File: src/rtl/pwm_pkg.sv
// -----------------------------------------------------------------------------
// pwm_pkg
// Shared definitions for the multichannel PWM generator.
//   MODE_EDGE / MODE_CENTER : values of i_mode and of the shadowed mode bit
//   dir_t                   : counting direction used in center-aligned mode
//   run_state_t             : run/stop state of the generator
// -----------------------------------------------------------------------------
package pwm_pkg;

    localparam logic MODE_EDGE   = 1'b0;
    localparam logic MODE_CENTER = 1'b1;

    typedef enum logic {
        DIR_UP   = 1'b0,
        DIR_DOWN = 1'b1
    } dir_t;

    typedef enum logic {
        RUN_STOPPED = 1'b0,
        RUN_ACTIVE  = 1'b1
    } run_state_t;

endpackage : pwm_pkg

File: src/rtl/pwm_debounce.sv
// -----------------------------------------------------------------------------
// pwm_debounce
// Two-flop synchronizer followed by a stability filter for a push-button.
//   clock   : system clock
//   reset   : asynchronous active-high reset
//   i_async : raw asynchronous button pin
//   o_rise  : one-cycle pulse when a new high level is accepted
// A level is accepted once the synchronized input has differed from the
// current accepted level for DEBOUNCE consecutive cycles. After reset the
// filter is disarmed: rising edges produce no pulse until the synchronized
// input has been seen low for DEBOUNCE consecutive cycles, so a button held
// through reset cannot start the generator.
// -----------------------------------------------------------------------------
module pwm_debounce #(
    parameter int DEBOUNCE = 4
) (
    input  logic clock,
    input  logic reset,
    input  logic i_async,
    output logic o_rise
);

    localparam int              CW       = (DEBOUNCE > 1) ? $clog2(DEBOUNCE) : 1;
    localparam logic [CW-1:0]   CNT_LAST = CW'(DEBOUNCE - 1);

    logic          sync1_r;
    logic          sync2_r;
    logic          level_r;
    logic          rise_r;
    logic          armed_r;
    logic [CW-1:0] diff_cnt_r;
    logic [CW-1:0] arm_cnt_r;

    logic          diff_s;
    logic          accept_s;
    logic          arm_done_s;

    assign diff_s     = (sync2_r != level_r);
    assign accept_s   = diff_s && (diff_cnt_r == CNT_LAST);
    assign arm_done_s = (sync2_r == 1'b0) && (arm_cnt_r == CNT_LAST);
    assign o_rise     = rise_r;

    // Two-flop synchronizer for the raw pin.
    always_ff @(posedge clock or posedge reset) begin
        if (reset) begin
            sync1_r <= 1'b0;
            sync2_r <= 1'b0;
        end else begin
            sync1_r <= i_async;
            sync2_r <= sync1_r;
        end
    end

    // Stability counter, accepted level and registered rising-edge pulse.
    always_ff @(posedge clock or posedge reset) begin
        if (reset) begin
            level_r    <= 1'b0;
            diff_cnt_r <= {CW{1'b0}};
            rise_r     <= 1'b0;
        end else if (accept_s) begin
            level_r    <= sync2_r;
            diff_cnt_r <= {CW{1'b0}};
            rise_r     <= sync2_r & armed_r;
        end else if (diff_s) begin
            diff_cnt_r <= diff_cnt_r + 1'b1;
            rise_r     <= 1'b0;
        end else begin
            // Input returned to the accepted level: the glitch is discarded.
            diff_cnt_r <= {CW{1'b0}};
            rise_r     <= 1'b0;
        end
    end

    // Arming: requires a stable low window after reset before edges count.
    always_ff @(posedge clock or posedge reset) begin
        if (reset) begin
            armed_r   <= 1'b0;
            arm_cnt_r <= {CW{1'b0}};
        end else if (armed_r) begin
            armed_r   <= 1'b1;
            arm_cnt_r <= {CW{1'b0}};
        end else if (sync2_r) begin
            arm_cnt_r <= {CW{1'b0}};
        end else if (arm_done_s) begin
            armed_r   <= 1'b1;
            arm_cnt_r <= {CW{1'b0}};
        end else begin
            arm_cnt_r <= arm_cnt_r + 1'b1;
        end
    end

endmodule : pwm_debounce

File: src/rtl/pwm_multichannel.sv
// -----------------------------------------------------------------------------
// pwm_multichannel
// Multichannel PWM generator with run/stop button, period-sync input and
// edge- or center-aligned counting.
//   clock          : system clock, all state on the rising edge
//   reset          : asynchronous active-high reset
//   i_boton        : asynchronous run/stop push-button (debounced)
//   i_signal       : asynchronous period-sync input (rising edge restarts)
//   i_mode         : MODE_EDGE (0) or MODE_CENTER (1), sampled per period
//   valor_pwm      : packed duties, channel k at [k*WIDTH +: WIDTH]
//   o_pwm          : registered PWM outputs
//   o_running      : high while the generator runs
//   o_period_start : one-cycle pulse in the first cycle of every period
// Mode and duties are shadowed at each period start so mid-period changes
// only take effect at the following period. All outputs come from flops;
// o_pwm is computed from the next counter/shadow values so it lines up with
// the counter value of the same cycle.
// -----------------------------------------------------------------------------
module pwm_multichannel
    import pwm_pkg::*;
#(
    parameter int WIDTH    = 4,
    parameter int CHANNELS = 2,
    parameter int DEBOUNCE = 4
) (
    input  logic                      clock,
    input  logic                      reset,
    input  logic                      i_boton,
    input  logic                      i_signal,
    input  logic                      i_mode,
    input  logic [CHANNELS*WIDTH-1:0] valor_pwm,
    output logic [CHANNELS-1:0]       o_pwm,
    output logic                      o_running,
    output logic                      o_period_start
);

    localparam logic [WIDTH-1:0] CNT_ZERO = {WIDTH{1'b0}};
    localparam logic [WIDTH-1:0] CNT_MAX  = {WIDTH{1'b1}};
    localparam logic [WIDTH-1:0] CNT_LAST = CNT_MAX - 1'b1;

    run_state_t                state_r;
    run_state_t                state_nx_s;
    dir_t                      dir_r;
    dir_t                      dir_nx_s;
    logic [WIDTH-1:0]          cnt_r;
    logic [WIDTH-1:0]          cnt_nx_s;
    logic                      mode_sh_r;
    logic                      mode_nx_s;
    logic [CHANNELS*WIDTH-1:0] duty_sh_r;
    logic [CHANNELS*WIDTH-1:0] duty_nx_s;
    logic [CHANNELS-1:0]       pwm_r;
    logic [CHANNELS-1:0]       pwm_nx_s;
    logic                      ps_r;
    logic                      start_nx_s;
    logic                      reload_s;

    logic                      sig1_r;
    logic                      sig2_r;
    logic                      sig3_r;
    logic                      sig_rise_s;
    logic                      btn_rise_s;
    logic                      wrap_s;

    pwm_debounce #(
        .DEBOUNCE (DEBOUNCE)
    ) u_btn_debounce (
        .clock   (clock),
        .reset   (reset),
        .i_async (i_boton),
        .o_rise  (btn_rise_s)
    );

    // Two-flop synchronizer for i_signal plus one delay flop for edge detect.
    always_ff @(posedge clock or posedge reset) begin
        if (reset) begin
            sig1_r <= 1'b0;
            sig2_r <= 1'b0;
            sig3_r <= 1'b0;
        end else begin
            sig1_r <= i_signal;
            sig2_r <= sig1_r;
            sig3_r <= sig2_r;
        end
    end

    assign sig_rise_s = sig2_r & ~sig3_r;

    // Natural end of the current period under the shadowed mode.
    always_comb begin
        wrap_s = 1'b0;
        if (mode_sh_r == MODE_CENTER) begin
            wrap_s = (dir_r == DIR_DOWN) && (cnt_r == CNT_ZERO);
        end else begin
            wrap_s = (cnt_r == CNT_LAST);
        end
    end

    // Run state, counter and direction next-state logic.
    // A button toggle outranks a restart; a sync edge landing on a natural
    // wrap is the same restart, so only one period start is produced.
    always_comb begin
        state_nx_s = state_r;
        cnt_nx_s   = cnt_r;
        dir_nx_s   = dir_r;
        start_nx_s = 1'b0;
        reload_s   = 1'b0;
        case (state_r)
            RUN_STOPPED: begin
                cnt_nx_s = CNT_ZERO;
                dir_nx_s = DIR_UP;
                if (btn_rise_s) begin
                    state_nx_s = RUN_ACTIVE;
                    start_nx_s = 1'b1;
                    reload_s   = 1'b1;
                end else begin
                    state_nx_s = RUN_STOPPED;
                end
            end
            RUN_ACTIVE: begin
                if (btn_rise_s) begin
                    state_nx_s = RUN_STOPPED;
                    cnt_nx_s   = CNT_ZERO;
                    dir_nx_s   = DIR_UP;
                end else if (sig_rise_s || wrap_s) begin
                    cnt_nx_s   = CNT_ZERO;
                    dir_nx_s   = DIR_UP;
                    start_nx_s = 1'b1;
                    reload_s   = 1'b1;
                end else if (mode_sh_r == MODE_EDGE) begin
                    cnt_nx_s = cnt_r + 1'b1;
                end else if (dir_r == DIR_UP) begin
                    // Turning point: MAX-1 is held for a second cycle.
                    if (cnt_r == CNT_LAST) begin
                        dir_nx_s = DIR_DOWN;
                    end else begin
                        cnt_nx_s = cnt_r + 1'b1;
                    end
                end else begin
                    cnt_nx_s = cnt_r - 1'b1;
                end
            end
            default: begin
                state_nx_s = RUN_STOPPED;
                cnt_nx_s   = CNT_ZERO;
                dir_nx_s   = DIR_UP;
            end
        endcase
    end

    // Shadow registers take new duty/mode only at a period start.
    always_comb begin
        mode_nx_s = mode_sh_r;
        duty_nx_s = duty_sh_r;
        if (reload_s) begin
            mode_nx_s = i_mode;
            duty_nx_s = valor_pwm;
        end else begin
            mode_nx_s = mode_sh_r;
            duty_nx_s = duty_sh_r;
        end
    end

    // Per-channel compare against the counter value of the coming cycle.
    always_comb begin
        pwm_nx_s = {CHANNELS{1'b0}};
        for (int k = 0; k < CHANNELS; k++) begin
            if (state_nx_s == RUN_ACTIVE) begin
                pwm_nx_s[k] = (cnt_nx_s < duty_nx_s[k*WIDTH +: WIDTH]);
            end else begin
                pwm_nx_s[k] = 1'b0;
            end
        end
    end

    // State and output registers.
    always_ff @(posedge clock or posedge reset) begin
        if (reset) begin
            state_r   <= RUN_STOPPED;
            cnt_r     <= CNT_ZERO;
            dir_r     <= DIR_UP;
            mode_sh_r <= MODE_EDGE;
            duty_sh_r <= {(CHANNELS*WIDTH){1'b0}};
            pwm_r     <= {CHANNELS{1'b0}};
            ps_r      <= 1'b0;
        end else begin
            state_r   <= state_nx_s;
            cnt_r     <= cnt_nx_s;
            dir_r     <= dir_nx_s;
            mode_sh_r <= mode_nx_s;
            duty_sh_r <= duty_nx_s;
            pwm_r     <= pwm_nx_s;
            ps_r      <= start_nx_s;
        end
    end

    assign o_pwm          = pwm_r;
    assign o_running      = (state_r == RUN_ACTIVE);
    assign o_period_start = ps_r;

endmodule : pwm_multichannel
File: config.mk
export PLATFORM = sky130hd
export DESIGN_NAME = pwm_multichannel
export DESIGN_NICKNAME = d
export VERILOG_FILES = /design/src/rtl/pwm_pkg.sv /design/src/rtl/pwm_debounce.sv /design/src/rtl/pwm_multichannel.sv
export SDC_FILE = /design/constraint.sdc
export NUM_CORES = 1
export LEC_CHECK = 0
export BUFFER_PORTS_ARGS = -buffer_cell sky130_fd_sc_hd__buf_2
export CORE_AREA = 2 2 59 61
export DETAILED_ROUTE_END_ITERATION = 8
export DIE_AREA = 0 0 61 63
export GPL_TIMING_DRIVEN = 1
export PLACE_DENSITY = 0.69
export SLEW_MARGIN = 0
export SYNTH_ARGS = -nofsm -noshare
export SYNTH_HDL_FRONTEND = slang
export SYNTH_HIERARCHICAL = 1
export SYNTH_SLANG_ARGS = --single-unit
File: constraint.sdc
create_clock -name clock -period 2.6 [get_ports clock]
set_input_delay 0 -clock clock [delete_from_list [all_inputs] [get_ports clock]]
set_output_delay 0 -clock clock [all_outputs]
set_load 0.03 [all_outputs]
* Word level (Yosys, flattened, before mapping) *
Cells that the tools add are included.

word-level totals
  bits in registers = 30
  input bits = 13
  output and inout port bits = 4

operators by class
  add/sub/neg operators = 4
  magnitude comparators = 2
  equality and inequality tests = 5
  mux-type cells = 31
  bitwise logic cells = 5
  reductions and logical operators = 5

operators by type and width
  kind                   number
  $mux W4                5
  $mux W1                16
  $mux W2                5
  $lt A4 B4 Y1           2
  $mux W8                1
  $pmux W4 S2            1
  $pmux W1 S2            3
  $add A2 B1 Y2 const B  2
  $add A4 B1 Y4 const B  1
  $eq A2 B2 Y1 const B   2
  $eq A4 B4 Y1 const B   1
  $logic_not A4 Y1       1
  $ne A4 B1 Y1 const B   1
  $sub A4 B1 Y4 const B  1
  $logic_and A1 B1 Y1    3
  $not A1 Y1             3
  $and A1 B1 Y1          2
  $logic_or A1 B1 Y1     1
  $ne A1 B1 Y1           1

* Depth between registers and ports, before layout *
Gate-level depths: netlist of run 1.

  depth after elaboration = 10
  mapped depth = 12

* Hierarchy *
The synthesis of run 1 kept the hierarchy.

by module, submodules not included
  module            times used  cells an instance  area each (um^2)  sequential area each (um^2)
  pwm_multichannel  1           105                1261.2            525.5
  pwm_debounce      1           22                 325.3             225.2

* Least setup slack after synthesis of run 1 *
OpenSTA, ideal clock, no wires.

  path kind = reg-to-reg
  from = register cnt_r[0]
  to = register pwm_r[1] (netlist: o_pwm[1])
  library setup time = 88 ps
  data arrival time = 2567 ps
  slack = -56 ps
  cell stages (with the launch flop) = 13
  path buffers = 1
  clock period less this slack = 2656 ps
  path through = dfrtp_1 inv_1 ha_1 and4b_1 a211oi_4 nand2b_1 o21ai_2 buf_6 mux2i_1 ha_1 a21o_1 a211o_1 a41oi_1

on the way
  word-level cells in the longest chain between the ends = 10
  elaborated cells on any way between the ends = 19
  classes of those cells = 2 x add/sub; 1 x order compare; 1 x eq/ne; 12 x mux; 3 x reduce/logical

RTL lines
  what                      line                     text
  start: declaration        pwm_multichannel.sv:45   logic [WIDTH-1:0] cnt_r;
  start signal: assignment  pwm_multichannel.sv:187  cnt_r <= cnt_nx_s;
  $logic_not A4 Y1          pwm_multichannel.sv:92   wrap_s = (dir_r == DIR_DOWN) && (cnt_r == CNT_ZERO);
  $logic_and A1 B1 Y1       pwm_multichannel.sv:92
  $mux W1 (*)               pwm_multichannel.sv:91   if (mode_sh_r == MODE_CENTER) begin
  $logic_or A1 B1 Y1 (*)    pwm_multichannel.sv:124  end else if (sig_rise_s || wrap_s) begin
  $mux W1 (*)               pwm_multichannel.sv:124
  $mux W1 (*)               pwm_multichannel.sv:120  if (btn_rise_s) begin
  $pmux W1 S2 (*)           pwm_multichannel.sv:107  case (state_r)
  named net reload_s        pwm_multichannel.sv:55   logic reload_s;
  $mux W8 (*)               pwm_multichannel.sv:154  if (reload_s) begin
  $lt A4 B4 Y1 (*)          pwm_multichannel.sv:168  pwm_nx_s[k] = (cnt_nx_s < duty_nx_s[k*WIDTH +: WIDTH]);
  $mux W1 (*)               pwm_multichannel.sv:167  if (state_nx_s == RUN_ACTIVE) begin
  named net pwm_nx_s[1]     pwm_multichannel.sv:52   logic [CHANNELS-1:0] pwm_nx_s;
  end signal: assignment    pwm_multichannel.sv:183  pwm_r <= {CHANNELS{1'b0}};
  end signal: assignment    pwm_multichannel.sv:191  pwm_r <= pwm_nx_s;
  end: declaration          pwm_multichannel.sv:51   logic [CHANNELS-1:0] pwm_r;

The timed path passes the listed nets; every way through them passes the cells marked *.
A chain may end at the register's enable or synchronous reset.

* Worst setup path after layout of run 1 *
  from = register cnt_r[1]
  to = register pwm_r[1] (netlist: o_pwm[1])

on the way
  elaborated cells on any way between the ends = 19
  classes of those cells = 2 x add/sub; 1 x order compare; 1 x eq/ne; 12 x mux; 3 x reduce/logical

RTL lines
  what                                                   line                                              text
  $add A4 B1 Y4, or another cell as far along            pwm_multichannel.sv:130, pwm_multichannel.sv:136
  $mux W4 / $logic_and A1 B1 Y1 (equally long branches)  pwm_multichannel.sv:133, pwm_multichannel.sv:92
  $mux W4 / $mux W1 (equally long branches)              pwm_multichannel.sv:131, pwm_multichannel.sv:91
  $mux W4 / $logic_or A1 B1 Y1 (equally long branches)   pwm_multichannel.sv:129, pwm_multichannel.sv:124
  $mux W4 (*)                                            pwm_multichannel.sv:124
  $mux W4 (*)                                            pwm_multichannel.sv:120
  $pmux W4 S2 (*)                                        pwm_multichannel.sv:107
  named net cnt_nx_s[3]                                  pwm_multichannel.sv:46                            logic [WIDTH-1:0] cnt_nx_s;
  $lt A4 B4 Y1 (*)                                       pwm_multichannel.sv:168
  $mux W1 (*)                                            pwm_multichannel.sv:167
  named net pwm_nx_s[1]                                  pwm_multichannel.sv:52

Marked as above.

==> summary.md, run 1 <==
The run finished with clean final reports. For this configuration, the core starts out at a cell density of 49.09%. The routability congestion estimate from global placement is 0.8596. The detailed router finished its first iteration with 52 violations. In this run the clock root is driven by a clkbuf_4. The clock tree synthesis step divided the H-tree into 2 levels. Yosys attributes the largest share of cell area to dfrtp_1 (47%), ha_1 (9.5%), mux2i_1 (6.3%).

The run gives 0 as the count of final hold-check violations. By startpoint and endpoint, the worst setup path is classified as flop to flop. The maximum clock rate was 385.0 MHz; the net switching fraction of the power was 36.21%. A synthesized cell averages 12.49 um^2.

Number of max-cap violations: 0. The tools report the origin of the critical flop-to-flop path as cnt_r[1]. For this run, design rule violations remaining after detail routing come to 0. The required time at the endpoint of the critical path is 2.86 ns. The tools report the number of global-route vias before repair as 1183. Summing every instance area after synthesis gives 1587 um^2. Sequential elements use 47.32% of the synthesized area. VDD sags by at most 482.4 uV. The number of different library cells used by synthesis comes to 38. Summed over all layers, the global routing overflow is 0. TritonCTS built the clock tree. Clock skew after layout: 0.007389 ns. The type of destination of the critical path was a flop.

The area added between synthesis and finish was 31.86%. The worst register-to-register path has a setup slack of 0.003 ns. The internal power was 1146 uW; the fraction of layout cells with a size suffix above 1 was 42.53%.

The power per unit of standard cell area came out at 859.0 nW/um^2. The later pin in the worst-skew pair is clocked with a latency of 0.33 ns. The final period demand of the worst path was 2.597 ns. After synthesis, the most frequently instantiated cells are dfrtp_1 (30), ha_1 (12), mux2i_1 (10), inv_1 (7), mux2_2 (7). The per-cell routed wire length works out to 15.06 um. Cell depth of the worst hold path: 3. Cell with the most instances after synthesis: dfrtp_1.

The run gives 30 as the number of sinks on the clock net. Counting the fill cells in the layout gives 242. Detailed routing inserted a total of 1202 vias.

At the worst endpoint, the arrival time is 2.86 ns. Final cell count without fillers: 220. The end-of-flow core utilization is 64.73%.

For the number of warning messages in the yosys log, the log shows 6. The post-route fraction of the period consumed by the critical path is 99.89%. Terminating pin of the worst hold path: duty_sh_r[4]. The tools report the launch point of the critical path as cnt_r[1]. In the global route stage, overall resource usage came out at 19.57%. The tools report the cell row count as 21. The worst setup path is launched from a flop.

For the count of nets after finishing, the log shows 198. Largest fanout on the critical path: 6. The total inserted antenna cells was 0; the top-level port count was 17. The run gives 3843 um^2 as the die outline area. The logs give 127 for the gate count after technology mapping and 0 for the remaining number of nets flagged by the antenna check after routing. The launch instance of the worst min-delay path was valor_pwm[4].

The sequential share of power is 39.1%. Number of vias per cell after detailed routing: 5.464. The worst pin sits at a relative slew slack of 46.32%. The capture point of the worst reg-to-reg path is o_pwm[1]. Summed over all layers, the routed wires come to 3314 um. At the placement stage, the worst setup path has a slack of -0.1036 ns.

The number of nets handed over by synthesis was 152. Class of the most critical hold timing path: input pin to flop. For this design the static power due to leakage is 0.0009704 uW. The switching component of the power came out at 650.7 uW. The synthesized design devotes to its leading area cell type 47.32% of total area. Entering global routing, the biggest net connects 22 pins. The primary flip-flop cell chosen by synthesis mapping was dfrtp_1. Setup repair after global routing could not meet its margin everywhere.

Clock slew at the register clock pins of the worst setup and hold paths: 0.09 ns. Worst setup slack after layout: 0.002879 ns. The first TritonRoute pass finished after 6 iterations. In this run, placement finished with an instance count of 196. The region available for standard cell placement spans 3232 um^2. The placed instances occupy a cell area of 1788 um^2. For the worst hold slack after final layout, the log shows 0.07682 ns. Setup violations remaining at the end of the flow were counted as 0. For the initial antenna violation count, the log shows 0. TritonCTS created 5 clock buffers.

Cell taking the most area after synthesis: dfrtp_1. For the number of slew-limit violations in the final report, the log shows 0. At the pin with the least slew margin, the transition time is 0.8044 ns. The HPWL after detailed placement is 2369 um. The clock network power share was 15.8%. Number of buffers between clock root and the deepest sink: 2.

The run gives 2092 um^2 as the post-route cell area. The first-pass GRT wire length was 5457 um; the floorplan die width was 61 um. For this run, asynchronously set or reset flops after synthesis account for 100.0%. Of the total power, combinational logic draws 45.1%. The number of synthesized register bits is 30, and the number of enable-type register cells in the synthesized netlist is 0.

The worst reg-to-reg path cell count works out to 9. The count of buffers inserted at the top-level ports works out to 16. Die height: 63 um.
final cells by class:
cell class | count | area, um^2 | share of cell area, %
Sequential cell | 30 | 753.2 | 36.00
Clock inverter | 1 | 5.005 | 0.2392
Multi-Input combinational cell | 84 | 868.3 | 41.51
Clock buffer | 7 | 55.05 | 2.632
Tap cell | 46 | 57.56 | 2.751
Timing Repair Buffer | 45 | 326.6 | 15.61
Inverter | 7 | 26.28 | 1.256
layer usage:
layer,global-route usage [%],wire length (um),up-vias
li1,-,-,560
met1,22.60,1288,607
met2,32.26,1820,24
met3,6.004,115,11
met4,8.967,89,0
met5,0,0,-
timing repair:
action / in CTS / in global routing
gates resized for setup: 3 / 15
pin swaps: 0 / 7
setup buffers: 0 / 6
endpoints found under the setup margin: 2 / 2
hold buffers: 10 / 0
endpoints found under the hold margin: 39 / 0
power by group through the flow:
stage	sequential, uW	combinational (uW)	clock [uW]
3_3_place_gp	695	636	0
3_5_place_dp	703	676	0
6_report	703	811	284
5_1_grt	723	884	313
4_1_cts	695	700	291
2_1_floorplan	717	466	0
how the worst max path moves through the flow:
stage	end	cells past startpoint
final	o_pwm[1]	9
after global routing	o_pwm[1]	10
after CTS	o_pwm[0]	10
after detailed placement	o_pwm[1]	9
after global placement	o_pwm[0]	7
after floorplan	o_pwm[1]	12
flip-flops by register name (all words and copies together) (netlist names):
signal and cells:
duty_sh_r 8, cnt_r 4, o_pwm 2, u_btn_debounce/arm_cnt_r 2, u_btn_debounce/diff_cnt_r 2, dir_r 1
mode_sh_r 1, o_period_start 1, o_running 1, sig1_r 1, sig2_r 1, sig3_r 1
u_btn_debounce/armed_r 1, u_btn_debounce/level_r 1, u_btn_debounce/o_rise 1, u_btn_debounce/sync1_r 1, u_btn_debounce/sync2_r 1
worst max-delay path: stages, from the launching register on:
cell	delay, ns
dfrtp_2	0.47
ha_4	0.18
and4b_1	0.21
a211oi_4	0.26
nand2_2	0.12
buf_4	0.18
a211oi_2	0.30
ha_1	0.34
a211o_1	0.32
a41oi_2	0.14
through the flow:
step | setup TNS, ns | total power (uW)
after floorplan | 0 | 1183
after global placement | -0.1225 | 1331
after detailed placement | -0.2064 | 1379
after CTS | 0 | 1686
after global routing | -0.2027 | 1920
final | 0 | 1797
cell families after synthesis:
family | count (synthesis) | synth area share (%)
simple gates | 23 | 9.622
flops | 30 | 47.32
buf+inv | 13 | 4.417
xor+xnor | 6 | 3.312
compound gates | 23 | 11.75
mux | 20 | 14.12
fa+ha+maj | 12 | 9.463
placed cells by master, fill, tap and decap left out, types with 2 or more instances in the layout:
cell / instances
nand3_1: 2
a222oi_1: 2
o21ai_0: 2
a41oi_2: 2
dlygate4sd3_1: 10
dfrtp_2: 2
xnor2_1: 5
a21o_1: 3
mux2i_1: 7
nor2_1: 4
a211o_1: 2
o21bai_1: 2
buf_4: 18
mux2_4: 3
clkbuf_4: 5
nor2b_1: 2
inv_1: 6
nor3b_1: 2
ha_1: 8
mux2_2: 7
buf_2: 16
mux2i_2: 3
nor3_1: 2
dfrtp_1: 28
a21oi_1: 2
ha_4: 3
No activity file was read; power rests on OpenSTA's default activity.
==> run 2, diff against run 1 <==
Settings changed: PLACE_DENSITY 0.69 to not set, PLACE_DENSITY_LB_ADDON set to 0.12, SETUP_SLACK_MARGIN set to 0.3, SKIP_LAST_GASP set to 1.
==> run 2 against run 1 <==
  * Cell count increased by 2.3%
  * Wire length increased by 5.2%
  * Count of clock-buffer cells in the layout unchanged
  * Critical path type unchanged
  * Highest routed layer unchanged
==> summary.md, run 2 (synthesis gave the netlist of run 1 again) <==
The run finished with clean final reports. Static timing analysis puts the maximum clock frequency at 398.5 MHz. The register with the most flip-flops in the layout has 8 of them. After legalization and detailed placement, the total HPWL measured 2187 um. In this run the core area contains 21 standard-cell rows. The number of violations reported at the end of detailed-routing iteration 0 is 37, and the iteration count of the initial detailed-routing pass is 4. The clock drives 30 sinks. Entering global routing, the biggest net connects 22 pins.

The tools report the initial antenna violation count as 0. Power spread over the standard cell area amounts to 840.5 nW/um^2. In the routed design, unresolved DRC markers number 0. For the worst setup path, the data required time is 2.84 ns. The slowest stage of the critical path belongs to the cell dfrtp_2. The launch point of the critical path is cnt_r[1]. The run gives 191 as the placed cell count.

The floorplan step defined a die boundary enclosing 3843 um^2. The clock arrives with 0.01263 ns of skew. TritonCTS built the clock tree. Measured against its own limit, the worst slew margin works out to 46.27%. The repair_antennas step left the layout with diodes totalling 0. From left edge to right edge, the die measures 61 um. The overall fraction of global-route tracks in use was 21.33%.

In this run the power spent charging and discharging nets is 663.3 uW. Using the TritonRoute via totals, the vias-per-cell ratio works out to 5.347. For the finished layout, the period the worst path requires is 2.509 ns.

The logs give 1161 uW for the internal power and 0 for the number of slew-limit violations in the final report. Once detail routing completed, the nets flagged for antenna violations numbered 0. The most flop-heavy register is duty_sh_r.

Routability-driven placement finished with a final weighted congestion of 0.8078. The path class of the tightest hold or removal check is input pin to flop. Post-route total power: 1825 uW. The run gives 46.3% as the fraction of power consumed by combinational cells. The critical path buffer and inverter count was 0. The maximum cell stage delay along the critical path is 0.44 ns. The number of global-route vias before repair was 1305. The count of buffers added on input and output ports is 16. For this run the aggregate overflow at the end of global routing stands at 0. The fraction of layout cells with a size suffix above 1 is 45.81%, and the number of buffers between clock root and the deepest sink is 2. Prior to clock tree synthesis, the placed netlist has a worst setup slack of -0.004943 ns. The largest registers in the layout are duty_sh_r x8, cnt_r x4. In the post-route analysis, the smallest setup slack over all paths is 0.09060 ns. In this run the worst path has a maximum fanout of 4. Across all layers, the routed design uses 1203 vias. The post-route fraction of the period consumed by the critical path was 96.52%. In this run, the clock network consumes 15.6% of the power. The cell leakage power is 0.0009898 uW, and the area added between synthesis and finish is 36.83%. The worst-margin pin slew came out at 0.8050 ns. The source-to-sink clock delay at the later pin of the worst-skew pair came out at 0.33 ns. Launching element type of the critical path: a flop. Broken down by cell family, the worst path's largest delay share belongs to compound AO/OA/AOI/OAI gates. Adding up every negative setup slack in the final design gives 0 ns. The tools report the sequential share of power as 38.1%. Launch instance of the worst min-delay path: valor_pwm[0].

The core region is 3232 um^2. The cell that appears most often on the critical path is ha_4. The end-of-flow core utilization is 67.17%, and the arrival time of data at the critical path endpoint is 2.75 ns. The net switching fraction of the power was 36.35%.

Setup repair after global routing could not meet its margin everywhere. First-pass GRT wire length: 5975 um. Pin placement for this block handled 17 I/O pins. The signal on the critical path passes through ha_4, and4b_1, a211oi_4, nand2b_4, o21ai_4, mux2i_2, ha_4, a21o_1, a211o_1, a41oi_2. Origin of the critical flop-to-flop path: cnt_r[1]. Commonest non-fill, non-tap cell in the layout: dfrtp_1. The logs give 3485 um for the total wirelength of the detailed-routed design and 508.7 uV for the maximum vdd drop. The filler cell count in the final layout was 261. By startpoint and endpoint, the worst setup path is classified as flop to flop.

Dividing the detail-routed wire length by the instance count gives 15.49 um. Measured along the y axis, the die boundary spans 63 um. STA classifies the critical path endpoint as a flop. Excluding fillers, the count of instances in the completed layout stands at 225. In the layout the commonest cells are dfrtp_1 (27), buf_4 (19), buf_2 (16). The number of buffers inserted during clock tree synthesis is 5, and the count of nets after finishing is 203. For this configuration, the core starts out at a cell density of 49.09%.

The clock root buffer is clkbuf_4. The number of max-cap violations was 0; the count of H-tree levels built during CTS was 2. Clock-pin slew was measured on the worst setup and hold paths at 0.09 ns.

The count of final hold-check violations is 0, and the number of failing setup endpoints in the final timing report is 0.
run 2: cell types whose count changed in the layout (fill, tap and decap cells not counted), moves of 2 or more:
cell     delta
mux2i_2     -2
buf_6       +2
mux2i_1     +2
ha_1        -2
run 2: repair_timing:
item,in CTS,in global routing
gates cloned,1,0
setup endpoints to repair,2,2
gates resized for setup,13,8
endpoints found under the hold margin,39,0
pin swaps,8,5
hold buffers,10,0
buffers inserted,15,0
run 2: tightest hold or removal path: stages:
cell	delay [ns]
buf_2	0.09
a222oi_1	0.08
mux2i_1	0.17
run 2: final timing paths:
kind	end	slack, ns	cells past startpoint
min in group asynchronous	u_btn_debounce/diff_cnt_r[1]	0.18	3
max in group asynchronous	cnt_r[1]	1.67	3
setup reg to reg	o_pwm[0]	0.09	10
hold reg to reg	sig2_r	0.36	0
setup / recovery	o_pwm[0]	0.09	10
hold / removal	duty_sh_r[0]	0.08	3
run 2: final cells by class:
class,instances,area [um^2],area share (%)
clock buffers,7,55.05,2.536
clock inverters,1,5.005,0.2305
inverters,7,26.28,1.210
multi-input cells,85,895.9,41.27
flip-flops and latches,30,754.5,34.76
well taps,46,57.56,2.651
repair buffers,49,376.6,17.35
run 2: through the flow:
step	hold slack, ns	cell area (um^2)
2_1_floorplan	-0.1721	1620
3_3_place_gp	-0.02689	1774
3_5_place_dp	-0.02112	1774
4_1_cts	0.07649	2133
5_1_grt	0.1131	2171
6_report	0.08401	2171
run 2: metal layers:
metal / routed length, um / global-route usage (%)
met5: 0 / 0
met4: 112 / 12.77
met3: 150 / 6.418
met1: 1381 / 23.96
met2: 1840 / 34.41
run 2: power groups by stage:
stage / clock (uW) / sequential (uW) / combinational (uW)
floorplan: 0 / 718 / 477
global placement: 0 / 700 / 632
detailed placement: 0 / 704 / 661
CTS: 295 / 691 / 815
global route: 322 / 714 / 922
finish: 285 / 695 / 845
